**src/rtl/dpram_port_arbiter.sv**
```systemverilog
// Purpose: arbitrates three requesters (image buffer, hash calc, reordering)
// onto one single-port RAM. Round-robin grant from IDLE, burst ownership
// with a forced release after MAX_BURST accesses when another requester
// is waiting, and a one-cycle read-valid strobe back to the owner.
//
// Ports:
//   clk                  sole clock, rising edge
//   reset                synchronous, active-low
//   req[2:0]             access request (0=image buffer, 1=hash, 2=reorder)
//   addr0..addr2         requester RAM addresses
//   wdata0..wdata2       requester write data
//   web[2:0]             requester write enable, active-low (0=write)
//   gnt[2:0]             registered one-hot ownership grant
//   rvalid[2:0]          registered one-hot read-data-valid strobe
//   mem_A, mem_I         RAM address / write data (combinational from owner)
//   mem_WEB/CSB/OEB      RAM strobes, active-low (combinational from owner)
//   busy                 registered, high while a requester owns the RAM

module dpram_port_arbiter #(
    parameter int unsigned MAX_BURST = 64
) (
    input  logic        clk,
    input  logic        reset,
    input  logic [2:0]  req,
    input  logic [11:0] addr0,
    input  logic [11:0] addr1,
    input  logic [11:0] addr2,
    input  logic [31:0] wdata0,
    input  logic [31:0] wdata1,
    input  logic [31:0] wdata2,
    input  logic [2:0]  web,
    output logic [2:0]  gnt,
    output logic [2:0]  rvalid,
    output logic [11:0] mem_A,
    output logic [31:0] mem_I,
    output logic        mem_WEB,
    output logic        mem_CSB,
    output logic        mem_OEB,
    output logic        busy
);

    localparam int unsigned ADDR_W = 12;
    localparam int unsigned DATA_W = 32;
    localparam int unsigned CNT_W  = 8;
    localparam int unsigned IDX_W  = 2;

    localparam logic [CNT_W-1:0] CNT_SAT    = '1;
    localparam logic [CNT_W-1:0] BURST_LAST = CNT_W'(MAX_BURST - 1);

    typedef enum logic {
        IDLE  = 1'b0,
        OWNED = 1'b1
    } state_t;

    state_t             state_q;
    logic [IDX_W-1:0]   owner_q;
    logic [IDX_W-1:0]   ptr_q;
    logic [CNT_W-1:0]   burst_q;

    // Next requester index in round-robin order, wrapping 2 -> 0.
    function automatic logic [IDX_W-1:0] inc3(input logic [IDX_W-1:0] i);
        logic [IDX_W-1:0] r;
        case (i)
            2'd0:    r = 2'd1;
            2'd1:    r = 2'd2;
            default: r = 2'd0;
        endcase
        return r;
    endfunction

    // Index-to-one-hot; the unused index 3 maps to no requester.
    function automatic logic [2:0] onehot(input logic [IDX_W-1:0] i);
        logic [2:0] r;
        case (i)
            2'd0:    r = 3'b001;
            2'd1:    r = 3'b010;
            2'd2:    r = 3'b100;
            default: r = 3'b000;
        endcase
        return r;
    endfunction

    // Select one bit of a per-requester vector by requester index.
    function automatic logic bit_of(input logic [2:0] v, input logic [IDX_W-1:0] i);
        logic r;
        case (i)
            2'd0:    r = v[0];
            2'd1:    r = v[1];
            2'd2:    r = v[2];
            default: r = 1'b0;
        endcase
        return r;
    endfunction

    logic [IDX_W-1:0] cand0_c;
    logic [IDX_W-1:0] cand1_c;
    logic [IDX_W-1:0] cand2_c;
    logic [IDX_W-1:0] winner_c;
    logic             owner_req_c;
    logic             owner_web_c;
    logic [2:0]       others_c;
    logic             access_c;
    logic             release_c;

    // Round-robin winner: first requesting index at or above the pointer.
    always_comb begin
        cand0_c  = (ptr_q == 2'd3) ? 2'd0 : ptr_q;
        cand1_c  = inc3(cand0_c);
        cand2_c  = inc3(cand1_c);
        winner_c = cand2_c;
        if (bit_of(req, cand0_c)) begin
            winner_c = cand0_c;
        end else if (bit_of(req, cand1_c)) begin
            winner_c = cand1_c;
        end
    end

    // Access and release decisions for the current owner.
    always_comb begin
        owner_req_c = bit_of(req, owner_q);
        owner_web_c = bit_of(web, owner_q);
        others_c    = req & ~onehot(owner_q);
        access_c    = (state_q == OWNED) && owner_req_c;
        // A forced release still lets this cycle's access complete.
        release_c   = (state_q == OWNED) &&
                      (!owner_req_c || ((burst_q == BURST_LAST) && (|others_c)));
    end

    // RAM port drive: owner's signals during an access, inactive otherwise.
    always_comb begin
        mem_A   = ADDR_W'(0);
        mem_I   = DATA_W'(0);
        mem_WEB = 1'b1;
        mem_CSB = 1'b1;
        mem_OEB = 1'b1;
        if (access_c) begin
            case (owner_q)
                2'd0: begin
                    mem_A = addr0;
                    mem_I = wdata0;
                end
                2'd1: begin
                    mem_A = addr1;
                    mem_I = wdata1;
                end
                2'd2: begin
                    mem_A = addr2;
                    mem_I = wdata2;
                end
                default: begin
                    mem_A = ADDR_W'(0);
                    mem_I = DATA_W'(0);
                end
            endcase
            mem_WEB = owner_web_c;
            mem_CSB = 1'b0;
            mem_OEB = 1'b0;
        end
    end

    // Arbitration FSM with registered grant, busy and read-valid.
    always_ff @(posedge clk) begin
        if (!reset) begin
            state_q <= IDLE;
            owner_q <= 2'd0;
            ptr_q   <= 2'd0;
            burst_q <= CNT_W'(0);
            gnt     <= 3'b000;
            rvalid  <= 3'b000;
            busy    <= 1'b0;
        end else begin
            // Read data is valid the cycle after a read access.
            rvalid <= (access_c && owner_web_c) ? onehot(owner_q) : 3'b000;
            case (state_q)
                IDLE: begin
                    if (|req) begin
                        state_q <= OWNED;
                        owner_q <= winner_c;
                        gnt     <= onehot(winner_c);
                        busy    <= 1'b1;
                        burst_q <= CNT_W'(0);
                    end
                end
                OWNED: begin
                    if (burst_q != CNT_SAT) begin
                        burst_q <= burst_q + CNT_W'(1);
                    end
                    // Release always passes through IDLE, giving one bubble.
                    if (release_c) begin
                        state_q <= IDLE;
                        gnt     <= 3'b000;
                        busy    <= 1'b0;
                        ptr_q   <= inc3(owner_q);
                    end
                end
            endcase
        end
    end

endmodule

```
**config.mk**
```make
export PLATFORM = sky130hd
export DESIGN_NAME = dpram_port_arbiter
export DESIGN_NICKNAME = d
export VERILOG_FILES = /design/src/rtl/dpram_port_arbiter.sv
export SDC_FILE = /design/constraint.sdc
export NUM_CORES = 1
export LEC_CHECK = 0
export ABC_AREA = 1
export CORE_MARGIN = 2
export CORE_UTILIZATION = 38
export DETAILED_ROUTE_END_ITERATION = 16
export PLACE_DENSITY_LB_ADDON = 0.25
export SLEW_MARGIN = 20
export SYNTH_ARGS = -nofsm -noshare
export SYNTH_HDL_FRONTEND = slang
export SYNTH_SLANG_ARGS = --single-unit
```
**constraint.sdc**
```tcl
create_clock -name clk -period 4.3 [get_ports clk]
set_input_delay 0.86 -clock clk [delete_from_list [all_inputs] [get_ports clk]]
set_output_delay 0.86 -clock clk [all_outputs]
set_load 0.01 [all_outputs]
```
After elaboration in Yosys (flattened, before gate mapping):

Index checks and enable logic that the tools add are counted.

* flip-flop bits (word level): 20
* input port bits: 140
* logic and storage cells: 73

* $add $sub $neg: 1
* equal/unequal tests: 14
* mux-type cells: 31
* bitwise gates (word level): 3
* reduce and logical (&&, ||, !) cells: 17

Operator list (number)
* $pmux 32 s3: 1
* $pmux 12 s3: 1
* $mux 32: 1
* $pmux 3 s3: 2
* $mux 8: 2
* $pmux 8 s2: 1
* $mux 12: 1
* $pmux 1 s3: 4
* $pmux 2 s2: 3
* $eq 2x2->1 const B: 5
* $reduce_and 2->1: 5
* $add 8x1->8 const B: 1
* $eq 2x1->1 const B: 4
* $eq 8x6->1 const B: 1
* $logic_not 2->1: 4
* $ne 8x8->1 const B: 1
* $mux 1: 7
* $mux 2: 3
* $mux 3: 2
* $pmux 3 s2: 1
* $reduce_or 3->1: 2
* $logic_and 1x1->1: 4
* $ne 2x1->1 const B: 2
* $pmux 1 s2: 2
* 6 further kinds: 6

Longest topological paths before layout:

Gate-level depths: netlist of run 1.

* depth in word-level cells: 13
* mapped depth: 11
* mapped depth without buffers: 11

Least setup slack after synthesis of run 1:

OpenSTA, ideal clock, no wires.

* path type: in2out
* from: in req[1]
* to: out mem_OEB
* arrival: 1529 ps
* required time: 3440 ps
* slack: 1911 ps
* stages: 5
* buffers on the path: 2
* cells stage by stage: nand2_1 nand3_4 nand2_8 buf_8 buf_4

* cells in the longest elaborated chain, start to end: 3

RTL lines
* from (decl): line 24 `input logic [2:0] req,`
* $pmux 1 s3: line 86 `case (i)`
* $logic_and 1x1->1: line 123 `access_c = (state_q == OWNED) && owner_req_c;`
* $mux 1
* to (decl): line 38 `output logic mem_OEB,`

Every way passes these cells.

Final worst setup path of run 1:

* from: in req[2]
* to: out mem_I[24]

* cells in the longest elaborated chain, start to end: 3

RTL lines
* $pmux 1 s3: line 86
* $logic_and 1x1->1: line 123
* $mux 32: line 136 `if (access_c) begin`
* to (decl): line 35 `output logic [31:0] mem_I,`

Every way passes these cells.

==> results of run 1 <==
-- routing by layer --
layer,vias up,GRT usage
li1,1583,-
met1,1474,0.295
met2,101,0.453
met3,17,0.0382
met4,0,0.0785
met5,-,0
-- synth_stat cells --
| cell type | instances | area share |
|---|---|---|
| a31oi_4 | 39 | 0.31 |
| nand2_1 | 183 | 0.25 |
| or2_1 | 1 | 0.0023 |
| dfxtp_1 | 20 | 0.15 |
| o21ai_0 | 4 | 0.0074 |
| ha_1 | 5 | 0.023 |
| buf_8 | 4 | 0.022 |
| nand2_8 | 1 | 0.0074 |
| inv_4 | 1 | 0.0023 |
| nand3_4 | 1 | 0.0065 |
| nor2_1 | 21 | 0.029 |
| or2_2 | 1 | 0.0023 |
| buf_6 | 1 | 0.0042 |
| nand4_1 | 2 | 0.0046 |
| a31oi_1 | 5 | 0.012 |
| nand2_2 | 4 | 0.0093 |
| inv_6 | 1 | 0.0033 |
| nand3b_1 | 2 | 0.0056 |
| a21oi_1 | 13 | 0.024 |
| nor3_4 | 1 | 0.0060 |
| buf_4 | 2 | 0.0056 |
| clkbuf_1 | 7 | 0.0098 |
| nand3_1 | 23 | 0.043 |
| a21oi_2 | 1 | 0.0033 |
| or2_0 | 1 | 0.0023 |
| buf_2 | 7 | 0.013 |
| a21boi_1 | 1 | 0.0028 |
| nand2_4 | 3 | 0.013 |
| inv_1 | 13 | 0.018 |
| inv_2 | 5 | 0.0070 |
-- where the power goes --
| group | internal, mW | switching [mW] | total, mW | leakage (nW) |
|---|---|---|---|---|
| combinational | 0.300 | 0.347 | 0.647 | 1.40 |
| clock | 0.124 | 0.0624 | 0.187 | 0.0357 |
| sequential | 0.198 | 0.0187 | 0.217 | 0.163 |
-- worst max-delay path, stage by stage --
cell and delay (ns):
clkdlybuf4s50_1 0.56, nand2_2 0.09, nand3_4 0.14, nand2_8 0.27, buf_4 0.35, a31oi_4 0.15, clkdlybuf4s50_1 0.55
-- cell families after synthesis --
group / Yosys count / synth area share
DFF: 20 / 0.149
AOI/OAI and AO/OA: 63 / 0.357
buffers and inverters: 41 / 0.0854
adders and majority gates: 5 / 0.0232
and+or+nand+nor: 244 / 0.386
-- metrics by stage --
step	hold slack [ns]	util	cells	setup WS (ns)
final	0.470	0.688	649	0.441
after detailed placement	0.460	0.678	645	0.424
after global placement	0.453	0.678	645	0.455
after floorplan	0.456	-	373	1.91
after global routing	0.499	0.688	649	0.335
after CTS	0.473	0.688	649	0.426
-- final cells by class --
type / count / area (sq um) / area share
Clock buffer: 3 / 41.3 / 0.00878
Clock inverter: 1 / 30.0 / 0.00639
Inverter: 20 / 82.6 / 0.0176
Multi-Input combinational cell: 312 / 2060 / 0.439
Sequential cell: 20 / 400 / 0.0852
Tap cell: 96 / 120 / 0.0256
Timing Repair Buffer: 197 / 1960 / 0.417
-- worst min-delay path by stage --
stage / startpoint / endpoint / cells past startpoint
after CTS: busy / busy / 2
after global routing: busy / busy / 2
after detailed placement: busy / busy / 2
after floorplan: burst_q[1] / burst_q[1] / 2
final: busy / busy / 2
after global placement: busy / busy / 2
-- state kept, by name (all words and copies together), names as in the netlist --
signal / flops
burst_q: 8
gnt: 3
rvalid: 3
owner_q: 2
ptr_q: 2
busy: 1
state_q: 1
==> key figures, run 1 <==
Clock tree
  – CTS tree: built
  – Root Driver: clkbuf_8
  – Skew-Pair Late Insertion Delay: between 0.2 and 0.3 ns
  – Post-cts resize count: 0
  – TritonCTS Sinks: 20
  – Setup bufs post-CTS: 0
  – Clock Pin Slew Worst Setup and Hold Paths: 0.07 ns
  – Max Buffers Root-to-Sink: 2
  – H-tree levels: 1
  – CTS Buf Count: 3
  – Hold Buf Count CTS: 0

Global routing
  – Largest net degree at the start of global routing: 47
  – Vias in the first global route: 2896
  – Gr usage total: 0.247
  – First-pass GRT wire length: 15200 um
  – Grt ovf: 0
  – Initial antenna violation count: 0

Place
  – Port Buffers: 193
  – Final HPWL DP: 8280 um
  – Post-Place Cell Area: 4630 sq um
  – Final Wtd Congestion: 0.942

Setup path
  – Setup crit start kind: primary input
  – CP Max Fanout: 34
  – Crit Path Class: primary input to primary output
  – CP Data Required Time: about 3.4 ns
  – Reg2Reg Setup Slack: 2.46 ns
  – Crit path DAT: 3.00 ns
  – Critical R2R Launch: owner_q[0]
  – CP endpoint: mem_I[24]
  – Reg-to-reg endpoint: rvalid[2]
  – Worst setup path startpoint: req[2]
  – Worst r2r path cells: 7
  – Worst Setup End Kind: primary output

Floorplanning
  – Placement Rows: 30
  – Die Wd: 88.2 um
  – Ports: 194
  – Die area: 7780 sq um
  – Vert. Die Dim: a little under 90 um
  – Initial core utilization: 0.395
  – Core area: 6830 sq um

Finish
  – # diodes: 0
  – Share of layout cells above drive strength 1: 0.119
  – Cell area after layout: 4700 sq um
  – Commonest non-fill, non-tap cell in the layout: clkdlybuf4s50_1
  – Most frequent cells in the layout: clkdlybuf4s50_1, nand2_1, a31oi_4, nand3_1, nor2_1
  – Final net count: 699
  – Area grow syn2layout: 74.4%
  – Fillers: approximately 600

Flow run
  – Max-Cap Viols: 0

Power
  – Peak VDD IR: around 0.22 mV
  – Power Density: 223 nW/um^2
  – Power, Total: 1.05 mW
  – Leak Pwr: 1.59 nW

Timing
  – Setup violators final: 0
  – Peak Freq: around 260 MHz
  – Unrepaired setup endpoints after global routing: false
  – Worst-margin pin slew: ~0.63 ns
  – Slew Limit Headroom: 0.579
  – Final Hold Fails: 0
  – Final min period: 3.86 ns
  – Total negative slack: 0 ns
  – Tcrit/Tclk final: 0.897
  – Slew Limit Fails: 0
  – Worst Clk Skew: approximately 0.0054 ns

Routing
  – Detail Route met2 WL: 5370 um
  – Vias post-DR: 3175
  – Number of DRC markers in iteration 0: 113
  – Met3 wire len: 666 um
  – Via density: approximately 4.9
  – Drt total wl: about 10000 um
  – M1 wire length: 3850 um
  – Remaining DRCs: 0
  – Post-route ant nets: 0
  – Routed wire per std cell: 15.6 um
  – Drt pass-1 iters: 4
  – Max layer used: met4

Min path
  – Path type of the worst min-delay path: flip-flop to flip-flop

Outcome
  – Status: finished, final reports clean

Yosys
  – Post-Syn Nets: 518
  – Post-synth cell types: 30
  – Syn avg cell area: roughly 7.2 sq um
  – Post-synthesis sequential area ratio: 0.149
  – Seq cells post-synth: 20
  – Mapped cell area: about 2700 sq um
  – Cells after Synth: 373
  – Synthesis Warnings: 0
No activity file was read; power rests on OpenSTA's default activity.
==> inputs of run 2 (changes only) <==
- ABC_AREA: 1 -> not set
- CORE_UTILIZATION: 38 -> 35
- SLEW_MARGIN: 20 -> not set
==> key figures, run 2 <==
Yosys
  – Post-synthesis sequential area ratio: 0.176 (+0.0277)
  – Post-Syn Nets: 479 (-7.5%)
  – Largest family of logic cells by synthesized area: simple AND/OR/NAND/NOR gates
  – Dominant synthesized flop cell: dfxtp_1
  – Top-count cell post-synth: nor2_1
  – XOR/XNOR Fraction of Synth Area: 0.0116 (+0.0116)
  – Synth Area in Adders: 0.0275 (+0.00434)
  – Commonest cells post-synth: nor2_1, a21oi_1, mux2i_1
  – Top cell type's share of synthesized area: 0.212 (-0.0962)
  – EDFF count, synth: 0 (unchanged)
  – Simple-gate area share of the yosys netlist: 0.261 (-0.125)
  – Async S/R FF share, synth: 0 (unchanged)
  – Syn avg cell area: 6.80 sq um (-5.9%)
  – Post-synth cell types: 48 (+60%)
  – Mapped cell area: 2270 sq um (-16%)
  – Synth top area cells: mux2i_1, dfxtp_1, nor2_1
  – Cells after Synth: 334 (-10%)
  – Synthesis Warnings: 0 (unchanged)
  – Synth area leader: mux2i_1
  – Seq cells post-synth: 20 (unchanged)
  – Mux share of post-synthesis cell area: 0.228 (+0.228)
  – Compound-Gate Fraction of Synth Area: 0.224 (-0.133)

Place
  – Final Wtd Congestion: 0.887 (-5.7%)
  – Post-Place Cell Area: 4230 sq um (-8.5%)
  – Dpl ws: 0.533 ns (+0.109 ns)
  – Placed cells: 583 (-9.6%)
  – Final HPWL DP: 7970 um (-3.7%)
  – Port Buffers: 193 (unchanged)

Timing
  – Total negative slack: 0 ns (unchanged)
  – Final min period: 3.80 ns (-0.0590 ns)
  – Peak Freq: 263 MHz (+1.6%)
  – Slew Limit Fails: 0 (unchanged)
  – Tcrit/Tclk final: 0.884 (-0.0137)
  – Setup violators final: 0 (unchanged)
  – Worst Clk Skew: 0.00490 ns (-0.000530 ns)
  – Fin worst setup slack: 0.500 ns (+0.0590 ns)
  – Worst-margin pin slew: 0.663 ns (+0.0324 ns)
  – Slew Limit Headroom: 0.558 (-0.0210)
  – Final Hold Fails: 0 (unchanged)
  – Unrepaired setup endpoints after global routing: false

Finish
  – # diodes: 0 (unchanged)
  – Most frequent cells in the layout: clkdlybuf4s50_1, nor2_1, a21oi_1, mux2i_1, dfxtp_1
  – Share of layout cells above drive strength 1: 0.0510 (-0.0684)
  – Final net count: 656 (-6.2%)
  – Fillers: 538 (-9.3%)
  – Area grow syn2layout: 89.6%
  – Largest registers: burst_q x8, gnt x3, rvalid x3
  – Biggest register: burst_q
  – Commonest non-fill, non-tap cell in the layout: clkdlybuf4s50_1
  – Cell area after layout: 4310 sq um (-8.4%)
  – Max FFs per register: 8 (unchanged)
  – Post-Layout Cell Count: 587 (-9.6%)

Clock tree
  – TritonCTS Sinks: 20 (unchanged)
  – H-tree levels: 1 (unchanged)
  – Clock Pin Slew Worst Setup and Hold Paths: 0.08 ns (about the same)
  – Post-cts resize count: 0 (unchanged)
  – Max Buffers Root-to-Sink: 2 (unchanged)
  – Skew-Pair Late Insertion Delay: 0.27 ns (about the same)
  – CTS tree: built
  – Root Driver: clkbuf_8
  – Setup bufs post-CTS: 0 (unchanged)
  – Hold Buf Count CTS: 0 (unchanged)
  – CTS Buf Count: 3 (unchanged)

Routing
  – Post-route ant nets: 0 (unchanged)
  – Remaining DRCs: 0 (unchanged)
  – Drt pass-1 iters: 4 (unchanged)
  – Number of DRC markers in iteration 0: 123 (+8.8%)
  – Via density: 5.19 (+6.0%)
  – Drt total wl: 10100 um (-0.27%)
  – Routed wire per std cell: 17.2 um (+10%)
  – Vias post-DR: 3045 (-4.1%)

Setup path
  – Crit path DAT: 2.94 ns (-0.06 ns)
  – CP Data Required Time: 3.44 ns (about the same)
  – Setup crit start kind: primary input
  – CP Max Fanout: 38 (+12%)
  – Critical path's largest stage delay: 0.62 ns (+0.06 ns)
  – CP cell instances: clkdlybuf4s50_1 > mux2i_1 > o2bb2ai_2 > nand2_2 > buf_12 > nor2_1 > clkdlybuf4s50_1
  – Crit Path Class: primary input to primary output
  – CP max-delay cell: clkdlybuf4s50_1
  – Worst Setup End Kind: primary output
  – Most used cell, CP: clkdlybuf4s50_1

Power
  – Sequential share of power: 0.213 (+0.006)
  – Leak Pwr: 1.57 nW (-1.5%)
  – Net switching power: 0.377 mW (-12%)
  – Internal: 0.652 mW (+4.8%)
  – Peak VDD IR: 0.210 mV (-6.0%)
  – Gate power share: 0.596 (-0.020)
  – Power Density: 239 nW/um^2 (+7.0%)
  – Switching Share: 0.366 (-0.0412)
  – Clock power share: 0.191 (+0.013)

Floorplanning
  – Die area: 7150 sq um (-8.1%)
  – Core area: 6310 sq um (-7.6%)
  – Placement Rows: 29 (-3.3%)
  – Die Wd: 84.6 um (-4.2%)
  – Initial core utilization: 0.360 (-0.0348)
  – Vert. Die Dim: 84.6 um (-4.2%)
  – Ports: 194 (unchanged)

Global routing
  – Initial antenna violation count: 1 (+1)
  – First-pass GRT wire length: 15000 um (-1.1%)
  – Gr usage total: 0.265 (+0.0176)
  – Vias in the first global route: 2957 (+2.1%)
  – Largest net degree at the start of global routing: 55 (+17%)
  – Grt ovf: 0 (unchanged)

Min path
  – Path type of the worst min-delay path: flip-flop to flip-flop

Flow run
  – Max-Cap Viols: 0 (unchanged)

Outcome
  – Status: finished, final reports clean
run 2: cell count changes after synthesis, sizes merged, moves of 3 or more:
cell and delta:
nand2 -179, nor2 +83, mux2i +48, a31oi -41
a21oi +38, nand3 -20, inv -15, buf +7
nor3 +4, mux2 +3, xor2 +3
run 2: through the flow:
step	util	power (mW)	hold slack [ns]
detailed placement	0.671	0.832	0.481
finish	0.682	1.03	0.487
CTS	0.682	1.03	0.492
floorplan	-	0.547	0.448
global route	0.682	1.09	0.523
global placement	0.671	0.828	0.464
run 2: cell type report:
class | count | area [sq um] | area share
Tap cell | 77 | 96.3 | 0.0224
Inverter | 6 | 22.5 | 0.00523
Sequential cell | 20 | 403 | 0.0936
Clock inverter | 1 | 30.0 | 0.00697
Timing Repair Buffer | 200 | 2000 | 0.464
Clock buffer | 3 | 41.3 | 0.00959
Multi-Input combinational cell | 280 | 1720 | 0.398
run 2: power by group through the flow:
stage / Sequential, mW / Clock [mW] / Combinational (mW)
finish: 0.219 / 0.197 / 0.614
global route: 0.222 / 0.205 / 0.667
CTS: 0.219 / 0.197 / 0.614
detailed placement: 0.223 / 0 / 0.609
global placement: 0.222 / 0 / 0.605
floorplan: 0.212 / 0 / 0.335
run 2: worst paths after layout:
path                            slack [ns]        end       start  cells after the start
worst max-delay path                  0.50  mem_I[11]      req[2]                      7
worst min-delay path                  0.49     gnt[1]      gnt[1]                      2
worst max register to register        1.88     gnt[0]  owner_q[1]                      6
worst min register to register        0.49     gnt[1]      gnt[1]                      2
run 2: cell families after synthesis:
| kind of cell | count (synthesis) |
|---|---|
| compound gates | 79 |
| xor+xnor | 3 |
| fa+ha+maj | 5 |
| buf+inv | 34 |
| flops | 20 |
| mux | 51 |
| simple gates | 142 |
run 2: layer usage:
metal,track usage,share of wire,vias up
met5,0,0.0016,-
met4,0.0649,0.022,2
met3,0.0767,0.092,18
met2,0.470,0.50,138
met1,0.314,0.38,1370
li1,-,-,1517
run 2: critical path: cells and delay by family:
| family | cells | cell delay, ns |
|---|---|---|
| buffers and inverters | 3 | 1.35 |
| multiplexers | 1 | 0.09 |
| AO/OA/AOI/OAI | 1 | 0.29 |
| AND/OR/NAND/NOR | 2 | 0.34 |
==> inputs of run 3 (changes only) <==
- CORE_UTILIZATION: 35 -> 36
- CTS_BUF_LIST: not set -> sky130_fd_sc_hd__clkbuf_2 sky130_fd_sc_hd__clkbuf_4 sky130_fd_sc_hd__clkbuf_8
- SLEW_MARGIN: not set -> 10
==> key figures, run 3 (synthesis gave the netlist of run 2 again) <==
Power
  – Leak Pwr: 1.58 nW (+0.34%)
  – Peak VDD IR: 0.210 mV (about the same)
  – Power, Total: 1.02 mW (-1.2%)
  – Power Density: 236 nW/um^2 (-1.3%)

Routing
  – Number of DRC markers in iteration 0: 198 (+61%)
  – Routed wire per std cell: 16.7 um (-2.7%)
  – Drt total wl: 9810 um (-2.8%)
  – Remaining DRCs: 0 (unchanged)
  – Drt pass-1 iters: 4 (unchanged)
  – Via density: 5.17 (-0.36%)
  – Post-route ant nets: 0 (unchanged)
  – Vias post-DR: 3029 (-0.53%)

Timing
  – Slew Limit Fails: 0 (unchanged)
  – Setup violators final: 0 (unchanged)
  – Final min period: 3.85 ns (+0.0478 ns)
  – Unrepaired setup endpoints after global routing: false
  – Tcrit/Tclk final: 0.895 (+0.0111)
  – Final Hold Fails: 0 (unchanged)
  – Total negative slack: 0 ns (unchanged)
  – Slew Limit Headroom: 0.640 (+0.0817)
  – Worst-margin pin slew: 0.533 ns (-0.130 ns)
  – Worst Clk Skew: 0.000884 ns (-0.00401 ns)
  – Peak Freq: 260 MHz (-1.2%)

Setup path
  – CP max-delay cell: clkdlybuf4s50_1
  – Worst r2r path cells: 7 (+1)
  – CP Max Fanout: 30 (-21%)
  – Setup crit start kind: primary input
  – CP Buf/Inv Count: 3 (unchanged)
  – Most used cell, CP: clkdlybuf4s50_1
  – Worst Setup End Kind: primary output
  – CP cell instances: clkdlybuf4s50_1 > mux2i_1 > o2bb2ai_2 > nand2_2 > buf_12 > nor2_1 > clkdlybuf4s50_1
  – Worst path top cell family by delay: buffers and inverters
  – Critical path depth in cells: 7 (unchanged)
  – Crit Path Class: primary input to primary output
  – CP Data Required Time: 3.44 ns (about the same)
  – Critical path's largest stage delay: 0.58 ns (-0.04 ns)
  – Crit path DAT: 2.99 ns (+0.05 ns)

Global routing
  – Vias in the first global route: 3072 (+3.9%)
  – Grt ovf: 0 (unchanged)
  – First-pass GRT wire length: 15100 um (+0.83%)
  – Largest net degree at the start of global routing: 45 (-18%)
  – Gr usage total: 0.269 (+0.00384)
  – Initial antenna violation count: 0 (-1)

Flow run
  – Max-Cap Viols: 0 (unchanged)

Floorplanning
  – Vert. Die Dim: 83.4 um (-1.3%)
  – Core area: 6030 sq um (-4.6%)
  – Die area: 6960 sq um (-2.6%)
  – Ports: 194 (unchanged)
  – Initial core utilization: 0.377 (+0.0172)
  – Die Wd: 83.4 um (-1.3%)
  – Placement Rows: 28 (-3.4%)

Finish
  – Area grow syn2layout: 89.8%
  – Largest registers: burst_q x8, gnt x3, rvalid x3
  – # diodes: 0 (unchanged)
  – Max FFs per register: 8 (unchanged)
  – Most frequent cells in the layout: clkdlybuf4s50_1, nor2_1, a21oi_1, mux2i_1, dfxtp_1
  – Final core utilization: 0.715 (+0.0334)
  – Fillers: 493 (-8.4%)
  – Share of layout cells above drive strength 1: 0.0528 (+0.00186)
  – Final net count: 657 (+0.15%)
  – Biggest register: burst_q
  – Commonest non-fill, non-tap cell in the layout: clkdlybuf4s50_1

Clock tree
  – Root Driver: clkbuf_8
  – CTS Buf Count: 3 (unchanged)
  – Post-cts resize count: 0 (unchanged)
  – Skew-Pair Late Insertion Delay: 0.26 ns (about the same)
  – CTS tree: built
  – Clock Pin Slew Worst Setup and Hold Paths: 0.07 ns (about the same)
  – Max Buffers Root-to-Sink: 2 (unchanged)
  – Setup bufs post-CTS: 0 (unchanged)
  – H-tree levels: 1 (unchanged)
  – TritonCTS Sinks: 20 (unchanged)
  – Hold Buf Count CTS: 0 (unchanged)

Place
  – Final Wtd Congestion: 0.952 (+7.3%)
  – Final HPWL DP: 7980 um (about the same)
  – Port Buffers: 193 (unchanged)

Min path
  – Path type of the worst min-delay path: flip-flop to flip-flop
  – Hold depth: 2 (unchanged)

Outcome
  – Status: finished, final reports clean
-- run 3: changes by cell type in the layout (fill, tap and decap cells not counted) --
cell,previous run,this run
buf_4,6,7
-- run 3: area by class of cell --
type / count / area (sq um) / share of cell area
Multi-Input combinational cell: 280 / 1720 / 0.398
Sequential cell: 20 / 403 / 0.0935
Clock buffer: 3 / 41.3 / 0.00958
Clock inverter: 1 / 30.0 / 0.00697
Tap cell: 75 / 93.8 / 0.0218
Inverter: 6 / 22.5 / 0.00522
Timing Repair Buffer: 201 / 2000 / 0.465
-- run 3: where the power goes --
part	leakage [nW]	switching [mW]	total [mW]	internal [mW]
Clock	0.0357	0.0639	0.188	0.124
Sequential	0.164	0.0268	0.226	0.199
Combinational	1.38	0.273	0.603	0.329
-- run 3: per-layer routing --
metal  global-route usage  part of all wire  vias up
li1                     -                 -     1514
met2                0.514              0.53      109
met3               0.0626             0.062       23
met1                0.290              0.37     1383
met4               0.0836             0.033        0
met5                    0                 0        -
-- run 3: final timing paths --
| kind | to | startpoint | slack, ns |
|---|---|---|---|
| worst max-delay path | mem_I[2] | req[2] | 0.45 |
| worst min-delay path | gnt[1] | gnt[1] | 0.47 |
| worst min register to register | gnt[1] | gnt[1] | 0.47 |
| worst max register to register | gnt[0] | owner_q[1] | 1.80 |
-- run 3: per-stage QoR --
stage,hold WS [ns],setup WS (ns),std cells,cell area (sq um)
after floorplan,0.448,1.56,334,2270
after global placement,0.462,0.475,582,4240
after detailed placement,0.467,0.458,582,4240
after CTS,0.476,0.454,586,4310
after global routing,0.489,0.325,586,4310
final,0.473,0.452,586,4310
-- run 3: tightest hold or removal path, delay by kind of cell (launching register included) --
kind	cells	cell delay [ns]
AO/OA/AOI/OAI	1	0.06
flip-flops	1	0.31
AND/OR/NAND/NOR	1	0.06
